--- config.mk ---
export PLATFORM = sky130hd
export DESIGN_NAME = mm_guess_ctrl
export DESIGN_NICKNAME = d
export VERILOG_FILES = /design/src/rtl/mm_pkg.sv /design/src/rtl/mm_blink_timer.sv /design/src/rtl/mm_guess_ctrl.sv
export SDC_FILE = /design/constraint.sdc
export NUM_CORES = 1
export LEC_CHECK = 0
export ABC_AREA = 1
export CORE_UTILIZATION = 45
export CTS_BUF_LIST = sky130_fd_sc_hd__clkbuf_4 sky130_fd_sc_hd__clkbuf_8
export CTS_CLUSTER_DIAMETER = 80
export DETAILED_ROUTE_END_ITERATION = 8
export PLACE_DENSITY = 0.67
export SLEW_MARGIN = 15
export SYNTH_ARGS = -nofsm -noshare
export SYNTH_HDL_FRONTEND = slang
export SYNTH_SLANG_ARGS = --single-unit
--- constraint.sdc ---
create_clock -name clk -period 1.9 [get_ports clk]
set_input_delay 0.38 -clock clk [delete_from_list [all_inputs] [get_ports clk]]
set_output_delay 0.38 -clock clk [all_outputs]
set_load 0.05 [all_outputs]
--- src/rtl/mm_pkg.sv ---
// Shared types and constants for the Mastermind display/scoring path.
package mm_pkg;

    // Three-bit digit code: 0 = blank, 1..6 = colour, 7 = blank.
    typedef logic [2:0] digit_t;

    localparam digit_t DIGIT_BLANK = 3'd0;
    localparam digit_t DIGIT_MIN   = 3'd1;
    localparam digit_t DIGIT_MAX   = 3'd6;
    localparam int     NUM_PEGS    = 4;

    typedef enum logic [1:0] {
        ENTRY   = 2'd0,
        WAIT_FB = 2'd1,
        SHOW_FB = 2'd2,
        WIN     = 2'd3
    } state_t;

    // Next colour for a digit: 1..6 cycling, 6 wraps back to 1.
    function automatic digit_t next_digit(input digit_t d);
        digit_t r;
        if (d >= DIGIT_MAX) begin
            r = DIGIT_MIN;
        end else begin
            r = d + 3'd1;
        end
        return r;
    endfunction

endpackage

--- src/rtl/mm_blink_timer.sv ---
// Blink phase generator for the digit under the cursor.
// phase = 0 means the digit is visible, phase = 1 means it is hidden.
module mm_blink_timer #(
    parameter int BLINK_DIV = 12500000
) (
    input  logic clk,
    input  logic reset_n,
    input  logic clear,
    input  logic run,
    output logic phase
);
    localparam int CNT_W = (BLINK_DIV > 1) ? $clog2(BLINK_DIV) : 1;

    logic [CNT_W-1:0] cnt_r;

    // Half-period counter; toggles phase at the wrap, held idle when cleared or stopped.
    always_ff @(posedge clk or negedge reset_n) begin
        if (!reset_n) begin
            cnt_r <= '0;
            phase <= 1'b0;
        end else if (clear || !run) begin
            cnt_r <= '0;
            phase <= 1'b0;
        end else if (cnt_r == CNT_W'(BLINK_DIV - 1)) begin
            cnt_r <= '0;
            phase <= ~phase;
        end else begin
            cnt_r <= cnt_r + {{(CNT_W-1){1'b0}}, 1'b1};
        end
    end

endmodule

--- src/rtl/mm_guess_ctrl.sv ---
// Guess-entry sequencer: composes a four-digit guess from button pulses,
// blinks the cursor digit, hands the guess to the scorer and displays feedback.
module mm_guess_ctrl
    import mm_pkg::*;
#(
    parameter int BLINK_DIV = 12500000,
    parameter int FB_HOLD   = 100000000
) (
    input  logic        clk,
    input  logic        reset_n,
    input  logic        btn_inc,
    input  logic        btn_next,
    input  logic        btn_submit,
    input  logic        fb_valid,
    input  logic [2:0]  fb_exact,
    input  logic [2:0]  fb_partial,
    output logic [11:0] guess,
    output logic        guess_valid,
    output logic        won,
    output logic [2:0]  d3,
    output logic [2:0]  d2,
    output logic [2:0]  d1,
    output logic [2:0]  d0
);
    localparam int HOLD_W = (FB_HOLD > 1) ? $clog2(FB_HOLD) : 1;

    state_t                     state_r, state_s;
    digit_t [NUM_PEGS-1:0]      g_r, g_s;
    logic   [1:0]               cursor_r, cursor_s;
    logic   [2:0]               exact_r, exact_s;
    logic   [2:0]               partial_r, partial_s;
    logic   [HOLD_W-1:0]        hold_r, hold_s;
    logic                       guess_valid_s;
    logic                       blink_clear_s;
    logic                       blink_run_s;
    logic                       phase_s;
    logic                       hidden_s;
    logic                       any_btn_s;
    digit_t [NUM_PEGS-1:0]      d_s;
    digit_t [NUM_PEGS-1:0]      d_r;
    logic                       won_r;

    assign any_btn_s   = btn_inc | btn_next | btn_submit;
    assign blink_run_s = (state_r == ENTRY);

    mm_blink_timer #(
        .BLINK_DIV (BLINK_DIV)
    ) u_blink (
        .clk     (clk),
        .reset_n (reset_n),
        .clear   (blink_clear_s),
        .run     (blink_run_s),
        .phase   (phase_s)
    );

    // Next-state logic: button handling in ENTRY, feedback capture, hold timing.
    always_comb begin
        state_s       = state_r;
        g_s           = g_r;
        cursor_s      = cursor_r;
        exact_s       = exact_r;
        partial_s     = partial_r;
        hold_s        = hold_r;
        guess_valid_s = 1'b0;
        blink_clear_s = 1'b0;

        case (state_r)
            ENTRY: begin
                if (btn_submit) begin
                    // Submit dominates; simultaneous inc/next are dropped.
                    state_s       = WAIT_FB;
                    guess_valid_s = 1'b1;
                    blink_clear_s = 1'b1;
                end else begin
                    if (btn_inc) begin
                        g_s[cursor_r] = next_digit(g_r[cursor_r]);
                    end else begin
                        g_s = g_r;
                    end
                    if (btn_next) begin
                        cursor_s = cursor_r - 2'd1;
                    end else begin
                        cursor_s = cursor_r;
                    end
                    if (btn_inc || btn_next) begin
                        blink_clear_s = 1'b1;
                    end else begin
                        blink_clear_s = 1'b0;
                    end
                end
            end
            WAIT_FB: begin
                if (fb_valid) begin
                    exact_s   = fb_exact;
                    partial_s = fb_partial;
                    hold_s    = '0;
                    if (fb_exact == 3'd4) begin
                        state_s = WIN;
                    end else begin
                        state_s = SHOW_FB;
                    end
                end else begin
                    state_s = WAIT_FB;
                end
            end
            SHOW_FB: begin
                if (any_btn_s || (hold_r == HOLD_W'(FB_HOLD - 1))) begin
                    // Early exit consumes the button; digits kept, cursor to leftmost.
                    state_s  = ENTRY;
                    cursor_s = 2'd3;
                    hold_s   = '0;
                end else begin
                    hold_s = hold_r + {{(HOLD_W-1){1'b0}}, 1'b1};
                end
            end
            WIN: begin
                state_s = WIN;
            end
            default: begin
                state_s = ENTRY;
            end
        endcase
    end

    // The blink mask is suppressed on the cycle a button restarts the blink so the
    // pressed digit is shown immediately.
    assign hidden_s = phase_s && (state_s == ENTRY) && !blink_clear_s;

    // Display mux computed from next-state values so d* lands with the state change.
    always_comb begin
        d_s = g_s;
        case (state_s)
            SHOW_FB: begin
                d_s = {exact_s, DIGIT_BLANK, DIGIT_BLANK, partial_s};
            end
            ENTRY: begin
                for (int i = 0; i < NUM_PEGS; i++) begin
                    if (hidden_s && (cursor_s == 2'(i))) begin
                        d_s[i] = DIGIT_BLANK;
                    end else begin
                        d_s[i] = g_s[i];
                    end
                end
            end
            default: begin
                d_s = g_s;
            end
        endcase
    end

    // State and datapath registers, including all registered outputs.
    always_ff @(posedge clk or negedge reset_n) begin
        if (!reset_n) begin
            state_r     <= ENTRY;
            g_r         <= {NUM_PEGS{DIGIT_MIN}};
            cursor_r    <= 2'd3;
            exact_r     <= 3'd0;
            partial_r   <= 3'd0;
            hold_r      <= '0;
            guess_valid <= 1'b0;
            won_r       <= 1'b0;
            d_r         <= {NUM_PEGS{DIGIT_MIN}};
        end else begin
            state_r     <= state_s;
            g_r         <= g_s;
            cursor_r    <= cursor_s;
            exact_r     <= exact_s;
            partial_r   <= partial_s;
            hold_r      <= hold_s;
            guess_valid <= guess_valid_s;
            won_r       <= (state_s == WIN);
            d_r         <= d_s;
        end
    end

    assign guess = g_r;
    assign won   = won_r;
    assign d3    = d_r[3];
    assign d2    = d_r[2];
    assign d1    = d_r[1];
    assign d0    = d_r[0];

endmodule

Word level (Yosys, flattened, before mapping). Cells that the tools add are included. W data, S select, Z words.

Flip-flop bits (word level): 88. Bits of input ports: 12. Output and inout bits: 26. Logic and storage cells: 99.

$add $sub $neg: 4. Order comparisons: 3. Eq/ne operators: 12. Mux-type cells: 42. Bitwise gates (word level): 3. Reductions and logical operators: 18.

Operator list (count): $mux W27 (2); $pmux W27 S2 (1); $mux W24 (2); $mux W3 (14); $mux W12 (3); $add A27 B1 Y27 const B (1); $eq A27 B27 Y1 const B (1); $add A24 B1 Y24 const B (1); $eq A24 B24 Y1 const B (1); $pmux W12 S2 (1); $bwmux W12 (1); $eq A2 B2 Y1 const B (6); $mux W2 (6); $mux W1 (8); $pmux W2 S4 (1); $logic_and A1 B1 Y1 (7); $bmux W3 S2 (1); $demux W3 S2 (1); $logic_not A2 Y1 (3); $eq A2 B1 Y1 const B (2); $pmux W2 S2 (1); $reduce_bool A2 Y1 (2); $add A3 B1 Y3 const B (1); $eq A3 B3 Y1 const B (1); 10 further kinds (14).

Longest topological paths before layout. Gate-level depths: netlist (run 1).

Depth in word-level cells: 13. Mapped depth: 13. Gate-level depth less buffers: 13.

Cells and area by module. From an unflattened synthesis (run 1), not the netlist that was laid out.

Cells, all modules: 622. Area, all modules: 4735.8 sq um.

Modules (own cells, without submodules): mm_guess_ctrl (times used 1, cells an instance 427, area an instance 3310.7 sq um, seq. area each 1589.0 sq um); mm_blink_timer (times used 1, cells an instance 195, area an instance 1425.1 sq um, seq. area each 625.6 sq um).

Least setup slack after synthesis (run 1). No wires, ideal clock.

Path kind: reg-to-reg. Start point: register cursor_r[0]. End point: register d_r, in the netlist d0[2]. Library setup time: 0.065 ns. Arrival: 1.820 ns. Data required time: 1.835 ns. Slack: 0.015 ns. Stages on the path, launching flop included: 12. Path buffers: 1. Clock period less this slack: 1.885 ns. Cell sequence: dfstp_2 -> inv_2 -> buf_6 -> o21ai_0 -> a21oi_1 -> a21oi_1 -> ha_1 -> xor2_1 -> nand2_1 -> o21ai_0 -> nand3_1 -> nand2_1.

RTL lines: start: declaration (line mm_guess_ctrl.sv:29) `logic [1:0] cursor_r, cursor_s;`; start signal: assignment (line mm_guess_ctrl.sv:166) `cursor_r <= cursor_s;`; end signal: assignment (line mm_guess_ctrl.sv:162) `d_r <= {NUM_PEGS{DIGIT_MIN}};`; end signal: assignment (line mm_guess_ctrl.sv:172) `d_r <= d_s;`; end: declaration (line mm_guess_ctrl.sv:40) `digit_t [NUM_PEGS-1:0] d_r;`.

==> impl_metrics.json, run 1 <==
{
  "fillers": 888,
  "timing.fmax_mhz": 513.8,
  "rrSetupSlack_ns": -0.05,
  "relSlewSlack_pct": 65.83,
  "start_util_pct": 46.79,
  "ys_top_cells_by_area": "dfrtp_1, nand2_1, inv_1, dfstp_2, nor2_1",
  "yosysTopAreaCell": "dfrtp_1",
  "ys_seq_area_share_pct": 48.20,
  "ys_types": 36,
  "clockBufferDepth": 2,
  "final_nets": 681,
  "endpoint_kind": "flip-flop",
  "hold_slack_ns": 0.4961,
  "antenna_found_initial": 0,
  "synth_top_cells_by_count": "nand2_1, dfrtp_1, inv_1",
  "cts_max_level": 3,
  "failed_checks": "setup timing",
  "cts_buffers": 9,
  "drt_pass1_iterations": 5,
  "final_area_um2": 5862,
  "dp_hpwl_mm": 7.937,
  "grt_pass1_wl_mm": 17.97,
  "syn_to_final_growth_pct": 27.59,
  "hold_viol_final": 0,
  "hold_path.class": "flip-flop to flip-flop",
  "overflow": 0,
  "use_met2_pct": 35.08,
  "synth_warnings": 0,
  "vias": 4041,
  "synth_top_area_share_pct": 42.48,
  "worstHoldStart": "u_blink.cnt_r[0]$_DFF_PN0_",
  "syn_inst": 573,
  "grt_most_used_layer": "met2",
  "core_um2": 9819,
  "die_area_um2": 10620,
  "die_height_um": 103.0,
  "r2r-start": "cursor_r[0]$_DFF_PN1_",
  "synth-edff-count": 0,
  "status": "finished, violations left",
  "p_per_area_nw_per_um2": 1389,
  "syn_area_um2": 4594,
  "placed_cells": 776,
  "totalWireLength_mm": 10.75,
  "final_cell_count_no_fill": 800,
  "cts-root-buf": "clkbuf_8",
  "setup_viol": 6,
  "rows": 36,
  "critPathArrivalTime_ns": 2.23,
  "grt_pass1_vias": 3817,
  "finalClockSkew_ns": 0.01100,
  "crit_type": "flip-flop to flip-flop",
  "dieWidth_um": 103.0,
  "fin_crit_sh_pct": 102.4,
  "clk_pin_slew_ns": 0.10,
  "min_to": "u_blink.cnt_r[0]$_DFF_PN0_",
  "reg2reg_depth": 10,
  "syn_area_per_cell_um2": 8.018,
  "drive_above_1_share_pct": 24.14,
  "syn_nets": 592,
  "routed_via_density": 5.051,
  "cts_tree": "yes",
  "worstMarginPinSlew_ns": 0.5117,
  "critPathRequiredTime_ns": 2.19,
  "rsz0062_at_grt": "true",
  "setup_ws_ns": -0.04611,
  "wl_per_cell_um": 13.44,
  "use_met1_pct": 31.18,
  "place_area_um2": 5381,
  "port_buffers": 37,
  "grt_max_degree": 36,
  "hold_depth": 1,
  "synth_seq_cells": 88,
  "cp_max_fo": 8,
  "gp_congestion": 0.8888,
  "grt_usage_pct": 22.07,
  "r2r-end": "d1[2]$_DFF_PN0_",
  "pre_cts_ws_ns": -0.1750,
  "power.leakage_uw": 0.002728,
  "cts.sinks": 88,
  "drc": 0,
  "io_pins": 38,
  "finalCriticalPeriod_ns": 1.946,
  "peakVddDrop_mv": 1.415,
  "drtIter0Drc": 185,
  "yosysMostFrequentCell": "nand2_1",
  "setup-tns-final_ns": -0.1989,
  "cp-start-kind": "flip-flop",
  "insertedDiodeCount": 0,
  "finalMaxSlewViolations": 0,
  "insertion_delay_ns": 0.36,
  "drv_cap": 0,
  "async_reset_ff_share_pct": 100.0,
  "yosys_most_used_dff": "dfrtp_1",
  "grtUsageMet3_pct": 4.814,
  "drtAntennaViolNets": 0
}
-- per-stage QoR --
step,util (%),total power (uW)
6_report,59.70,8143
5_1_grt,59.70,8615
4_1_cts,57.68,7822
3_5_place_dp,54.80,6252
3_3_place_gp,54.80,6205
2_1_floorplan,-,4798
-- report_power, final --
group          switching, uW  leakage (uW)  internal, uW
logic                   2620       0.00146          1480
clock network            696      0.000110           743
registers                276       0.00116          2320
total                   3600       0.00273          4550
-- area by class of cell --
cell class,instances,area [um2],area share [%]
Tap cell,133,166.4,2.839
Inverter,84,325.3,5.550
Clock buffer,9,123.9,2.113
Multi-Input combinational cell,396,2187,37.31
Timing Repair Buffer,83,749.5,12.79
Sequential cell,88,2215,37.78
Clock inverter,7,95.09,1.622
-- cell usage in the layout (no fill, tap or decap), drive strengths merged, types with 9 or more instances in the layout --
cell             n
dfstp           10
clkdlybuf4s50   10
buf             63
nor2            77
dfrtp           78
nand4            9
o21ai           42
inv             85
nor3            19
xor2            15
nand3           39
clkbuf           9
a21oi           38
nand2          122
-- layer usage --
metal,share of wire (%),routed length [um],up-vias
li1,-,-,2035
met1,48,5108,1922
met2,47,5004,73
met3,5.0,539,11
met4,0.88,95,0
met5,0,0,-
-- how the worst max path moves through the flow --
stage	from	end	slack, ns	depth (start not counted)
global route	hold_r[1]$_DFFE_PN0P_	d3[1]$_DFF_PN0_	-0.12	12
global placement	btn_submit	d0[1]$_DFF_PN0_	-0.16	10
finish	cursor_r[0]$_DFF_PN1_	d1[2]$_DFF_PN0_	-0.05	10
detailed placement	btn_submit	d0[2]$_DFF_PN0_	-0.17	9
floorplan	cursor_r[0]$_DFF_PN1_	d0[2]$_DFF_PN0_	0.01	11
CTS	cursor_r[0]$_DFF_PN1_	d0[2]$_DFF_PN0_	-0.02	10
-- worst max-delay path: stages (launching register included) --
cell and delay, ns:
dfstp_2 0.60, buf_12 0.13, o21ai_2 0.06, o22ai_1 0.25
ha_2 0.25, xor2_2 0.14, nand2_2 0.11, buf_6 0.13
nand2_1 0.06, o21ai_2 0.06, nor2_1 0.09
-- sequential cells by signal, summed over array words and instances (netlist names) --
signal / cells
hold_r: 27
u_blink.cnt_r: 24
guess: 12
d0: 3
d1: 3
d2: 3
d3: 3
exact_r: 3
partial_r: 3
cursor_r: 2
state_r: 2
guess_valid: 1
u_blink.phase: 1
won: 1
-- what timing repair did --
| action | 4_1_cts | 5_1_grt |
|---|---|---|
| endpoints found under the setup margin | 15 | 37 |
| hold buffers | 1 | 0 |
| setup buffers | 1 | 6 |
| gates resized for setup | 18 | 49 |
| hold endpoints to repair | 28 | 0 |
| pin swaps | 7 | 12 |
-- kinds of logic (layout without fill, tap and decap cells) --
| family | after synthesis | count (layout) | share of synthesized area, % |
|---|---|---|---|
| AO/OA/AOI/OAI | 99 | 99 | 11.98 |
| XOR/XNOR | 16 | 16 | 3.050 |
| adder cells (fa/ha/maj) | 7 | 7 | 1.906 |
| buffers and inverters | 89 | 183 | 7.843 |
| flip-flops | 88 | 88 | 48.20 |
| AND/OR/NAND/NOR | 274 | 274 | 27.01 |
(Power assumes the default switching activity.)
==> run 2: changes to the inputs <==
--- a/config.mk
+++ b/config.mk
@@ -6,6 +6,7 @@
 export NUM_CORES = 1
 export LEC_CHECK = 0
 export ABC_AREA = 1
+export CORE_MARGIN = 2
 export CORE_UTILIZATION = 45
 export CTS_BUF_LIST = sky130_fd_sc_hd__clkbuf_4 sky130_fd_sc_hd__clkbuf_8
 export CTS_CLUSTER_DIAMETER = 80
==> impl_metrics.json, run 2 (synthesis results as in run 1) <==
{
  "failed_checks": "setup timing",
  "dp_hpwl_mm": 7.954,
  "cp-endpoint": "d2[2]$_DFF_PN0_",
  "r2r-end": "d2[2]$_DFF_PN0_",
  "relSlewSlack_pct": 65.49,
  "syn_to_final_growth_pct": 28.73,
  "endpoint_kind": "flip-flop",
  "cts_max_level": 3,
  "layout_commonest_cell": "nand2_1",
  "grt_pass1_vias": 3946,
  "setup_viol": 3,
  "drc": 0,
  "reg2reg_depth": 11,
  "dieWidth_um": 105.0,
  "drv_cap": 0,
  "setup_ws_ns": -0.02662,
  "drtAntennaViolNets": 0,
  "finalCriticalPeriod_ns": 1.927,
  "grt_pass1_wl_mm": 18.20,
  "insertion_delay_ns": 0.37,
  "io_pins": 38,
  "layout_common_cells": "nand2_1, dfrtp_1, inv_1",
  "final_nets": 684,
  "cts.sinks": 88,
  "grt_usage_pct": 20.22,
  "final_area_um2": 5914,
  "cts_tree": "yes",
  "port_buffers": 37,
  "hold_slack_ns": 0.4319,
  "hold_viol_final": 0,
  "cp_max_fo": 4,
  "power.leakage_uw": 0.002721,
  "die_area_um2": 11030,
  "clockBufferDepth": 2,
  "setup-tns-final_ns": -0.05186,
  "finalMaxSlewViolations": 0,
  "grt_max_degree": 46,
  "clk_pin_slew_ns": 0.09,
  "die_height_um": 105.0,
  "insertedDiodeCount": 0,
  "wl_per_cell_um": 13.61,
  "place_area_um2": 5371,
  "routed_via_density": 5.125,
  "rrSetupSlack_ns": -0.03,
  "peakVddDrop_mv": 1.278,
  "core_um2": 9864,
  "crit_type": "flip-flop to flip-flop",
  "largest-register": "hold_r",
  "drive_above_1_share_pct": 25.97,
  "drtIter0Drc": 176,
  "critPathRequiredTime_ns": 2.20,
  "p_per_area_nw_per_um2": 1386,
  "fillers": 874,
  "drt_pass1_iterations": 4,
  "r2r-start": "cursor_r[0]$_DFF_PN1_",
  "power_uw": 8195,
  "cts-root-buf": "clkbuf_8",
  "hold_path.class": "primary input to async pin",
  "overflow": 0,
  "finalClockSkew_ns": 0.01610,
  "fin_crit_sh_pct": 101.4,
  "antenna_found_initial": 0,
  "rows": 36,
  "cp-start-kind": "flip-flop",
  "totalWireLength_mm": 10.93,
  "gp_congestion": 0.8952,
  "rsz0062_at_grt": "true",
  "cts_buffers": 9,
  "worstMarginPinSlew_ns": 0.5168,
  "critPathArrivalTime_ns": 2.22,
  "start_util_pct": 46.58,
  "vias": 4115,
  "timing.fmax_mhz": 519.0,
  "status": "finished, violations left",
  "startpoint": "cursor_r[0]$_DFF_PN1_",
  "largest_reg_flops": 27
}
-- run 2: cell types whose count changed in the layout (fill, tap and decap cells not counted), moves of 2 or more --
| cell | previous run | this run |
|---|---|---|
| o21ai_1 | 5 | 3 |
| buf_4 | 57 | 61 |
| buf_12 | 4 | 2 |
| dlymetal6s2s_1 | 8 | 4 |
| nand2_1 | 109 | 105 |
| dlygate4sd2_1 | 1 | 4 |
| nor2_2 | 10 | 7 |
| nor2_4 | 7 | 12 |
| nor2_1 | 60 | 58 |
| nand2_4 | 0 | 5 |
| ha_2 | 1 | 3 |
-- run 2: where the power goes --
group | switching, uW | internal [uW] | total, uW
clock network | 704 | 743 | 1450
logic | 2680 | 1470 | 4150
registers | 277 | 2320 | 2600
total | 3660 | 4540 | 8200
-- run 2: per-layer routing --
| layer | track usage (%) | wire (um) | up-vias |
|---|---|---|---|
| met5 | 0 | 0 | - |
| met4 | 6.667 | 180 | 0 |
| met3 | 3.805 | 281 | 17 |
| met2 | 32.70 | 5269 | 59 |
| met1 | 27.42 | 5195 | 1993 |
| li1 | - | - | 2046 |
-- run 2: stage by stage --
stage                     instances  util, %  setup slack, ns
after floorplan                 573        -          0.01451
after global placement          778    54.45         -0.04370
after detailed placement        778    54.45         -0.09805
after CTS                       795    56.87        0.0009431
after global routing            803    59.96         -0.09857
final                           803    59.96         -0.02662
-- run 2: area by class of cell --
type / instances / area (um2) / area share, %
timing repair buffer: 86 / 737.0 / 12.46
clock inverter: 7 / 92.59 / 1.565
multi-input combinational: 396 / 2257 / 38.16
sequential: 88 / 2215 / 37.44
inverter: 84 / 322.8 / 5.458
tap: 133 / 166.4 / 2.814
clock buffer: 9 / 123.9 / 2.094
-- run 2: worst max-delay path: stages, from the launching register on --
cell and delay [ns]:
dfstp_2 0.58, inv_4 0.06, o21ai_2 0.17, a21oi_2 0.05, a21oi_2 0.15, ha_2 0.22
xor2_2 0.16, nand2_2 0.12, buf_6 0.15, nand2_4 0.04, o21ai_2 0.05, nor2_1 0.11
-- run 2: worst min path at each step --
| stage | depth (start not counted) | end | start |
|---|---|---|---|
| 2_1_floorplan | 0 | d0[1]$_DFF_PN0_ | reset_n |
| 3_3_place_gp | 1 | hold_r[13]$_DFFE_PN0P_ | reset_n |
| 3_5_place_dp | 1 | hold_r[13]$_DFFE_PN0P_ | reset_n |
| 4_1_cts | 2 | hold_r[13]$_DFFE_PN0P_ | reset_n |
| 5_1_grt | 2 | hold_r[13]$_DFFE_PN0P_ | reset_n |
| 6_report | 2 | hold_r[13]$_DFFE_PN0P_ | reset_n |
-- run 2: what timing repair did --
item | in CTS | in global routing
pin swaps | 3 | 20
gates resized for setup | 15 | 69
setup endpoints to repair | 15 | 41
setup buffers | 0 | 8
endpoints found under the hold margin | 20 | 0
hold buffers | 1 | 0
==> run 3: changes to the inputs <==
--- a/config.mk
+++ b/config.mk
@@ -11,7 +11,6 @@
 export CTS_BUF_LIST = sky130_fd_sc_hd__clkbuf_4 sky130_fd_sc_hd__clkbuf_8
 export CTS_CLUSTER_DIAMETER = 80
 export DETAILED_ROUTE_END_ITERATION = 8
-export PLACE_DENSITY = 0.67
 export SLEW_MARGIN = 15
 export SYNTH_ARGS = -nofsm -noshare
 export SYNTH_HDL_FRONTEND = slang
==> constraint.sdc (replaced) <==
create_clock -name clk -period 2.5 [get_ports clk]
set_input_delay 0.5 -clock clk [delete_from_list [all_inputs] [get_ports clk]]
set_output_delay 0.5 -clock clk [all_outputs]
set_load 0.05 [all_outputs]
==> impl_metrics.json, run 3 (synthesis results as in run 1) <==
{
  "status": "complete, no violations",
  "clk_pin_slew_ns": 0.10,
  "core_um2": 9864,
  "setup-tns-final_ns": 0,
  "die_area_um2": 11030,
  "overflow": 0,
  "hold_slack_ns": 0.07795,
  "critPathSlowestCell": "clkdlybuf4s50_1",
  "cts_tree": "yes",
  "finalClockSkew_ns": 0.01207,
  "start_util_pct": 46.58,
  "cp-start-kind": "flip-flop",
  "totalWireLength_mm": 10.18,
  "relSlewSlack_pct": 65.69,
  "insertion_delay_ns": 0.36,
  "setup_viol": 0,
  "die_height_um": 105.0,
  "final_nets": 643,
  "final_cell_count_no_fill": 762,
  "reg2reg_depth": 10,
  "drtIter0Drc": 193,
  "layout_commonest_cell": "nand2_1",
  "grt_max_degree": 37,
  "crit_chain": "clkdlybuf4s50_1",
  "syn_to_final_growth_pct": 17.10,
  "p_per_area_nw_per_um2": 1018,
  "gp_congestion": 0.8963,
  "finalMaxSlewViolations": 0,
  "power.leakage_uw": 0.002382,
  "routed_via_density": 5.008,
  "grt_usage_pct": 19.67,
  "cp.depth": 1,
  "placed_cells": 746,
  "crit_type": "flip-flop to output port",
  "slowest_delay_ns": 0.80,
  "hold_viol_final": 0,
  "dp_hpwl_mm": 7.793,
  "finalCriticalPeriod_ns": 2.227,
  "critPathArrivalTime_ns": 1.73,
  "crit_family": "buffers and inverters",
  "peakVddDrop_mv": 0.7943,
  "cts-root-buf": "clkbuf_8",
  "rows": 36,
  "grt_pass1_vias": 3704,
  "antenna_found_initial": 0,
  "timing.fmax_mhz": 449.1,
  "cp_max_fo": 3,
  "hold_path.class": "primary input to async pin",
  "drc": 0,
  "io_pins": 38,
  "cts_max_level": 3,
  "hold_buffers": 0,
  "fin_crit_sh_pct": 89.07,
  "cts-resized-gates": 0,
  "post_cts_buffers": 0,
  "grt_pass1_wl_mm": 17.65,
  "layout_common_cells": "nand2_1, inv_1, dfrtp_1",
  "cts_buffers": 9,
  "cp.buffers_inverters": 1,
  "drive_above_1_share_pct": 10.81,
  "vias": 3816,
  "cts.sinks": 88,
  "port_buffers": 37,
  "clockBufferDepth": 2,
  "drtAntennaViolNets": 0,
  "drt_pass1_iterations": 5,
  "insertedDiodeCount": 0,
  "drv_cap": 0,
  "fillers": 927,
  "wl_per_cell_um": 13.36,
  "critPathRequiredTime_ns": 2.00,
  "largest-register": "hold_r",
  "worstMarginPinSlew_ns": 0.5130,
  "dieWidth_um": 105.0,
  "largest_reg_flops": 27,
  "endpoint_kind": "output port",
  "rsz0062_at_grt": "false"
}
==> run 3: cell types whose count changed in the layout (fill, tap and decap cells not counted), sizes merged <==
cell | previous run | this run
clkinvlp | 0 | 1
inv | 86 | 85
dlymetal6s2s | 4 | 0
dlygate4sd3 | 1 | 0
buf | 66 | 9
clkdlybuf4s50 | 11 | 36
dlygate4sd2 | 4 | 0
==> run 3: per-stage QoR <==
stage | cell area [um2] | utilization [%] | power (uW) | worst slack [ns]
floorplan | 4594 | - | 3646 | 0.6145
global placement | 5161 | 52.32 | 4376 | 0.3002
detailed placement | 5161 | 52.32 | 4405 | 0.2452
CTS | 5380 | 54.54 | 5513 | 0.2501
global route | 5380 | 54.54 | 5814 | 0.2311
finish | 5380 | 54.54 | 5477 | 0.2733
==> run 3: layout make-up <==
class | instances | area (um2) | share of cell area [%]
sequential | 88 | 2215 | 41.16
multi-input combinational | 396 | 2019 | 37.53
timing repair buffer | 45 | 440.4 | 8.186
inverter | 84 | 320.3 | 5.953
tap | 133 | 166.4 | 3.093
clock buffer | 9 | 123.9 | 2.302
clock inverter | 7 | 95.09 | 1.767
==> run 3: final timing paths <==
path,startpoint,end,slack (ns)
max,guess[9]$_DFF_PN1_,guess[9],0.27
min,reset_n,hold_r[9]$_DFFE_PN0P_,0.08
max reg2reg,cursor_r[1]$_DFF_PN1_,d0[2]$_DFF_PN0_,0.45
min reg2reg,u_blink.cnt_r[0]$_DFF_PN0_,u_blink.cnt_r[0]$_DFF_PN0_,0.48
max in group asynchronous,reset_n,d2[0]$_DFF_PN1_,1.70
min in group clk,u_blink.cnt_r[0]$_DFF_PN0_,u_blink.cnt_r[0]$_DFF_PN0_,0.48
==> run 3: power breakdown <==
group          switching (uW)  internal (uW)
Sequential                181           1760
Combinational            1720            720
Clock                     528            565
==> run 3: per-layer routing <==
layer | vias up | GRT usage (%) | share of wire, %
li1 | 1954 | - | -
met1 | 1776 | 28.59 | 50
met2 | 75 | 30.52 | 45
met3 | 11 | 2.558 | 3.5
met4 | 0 | 6.286 | 1.4
met5 | - | 0 | 0
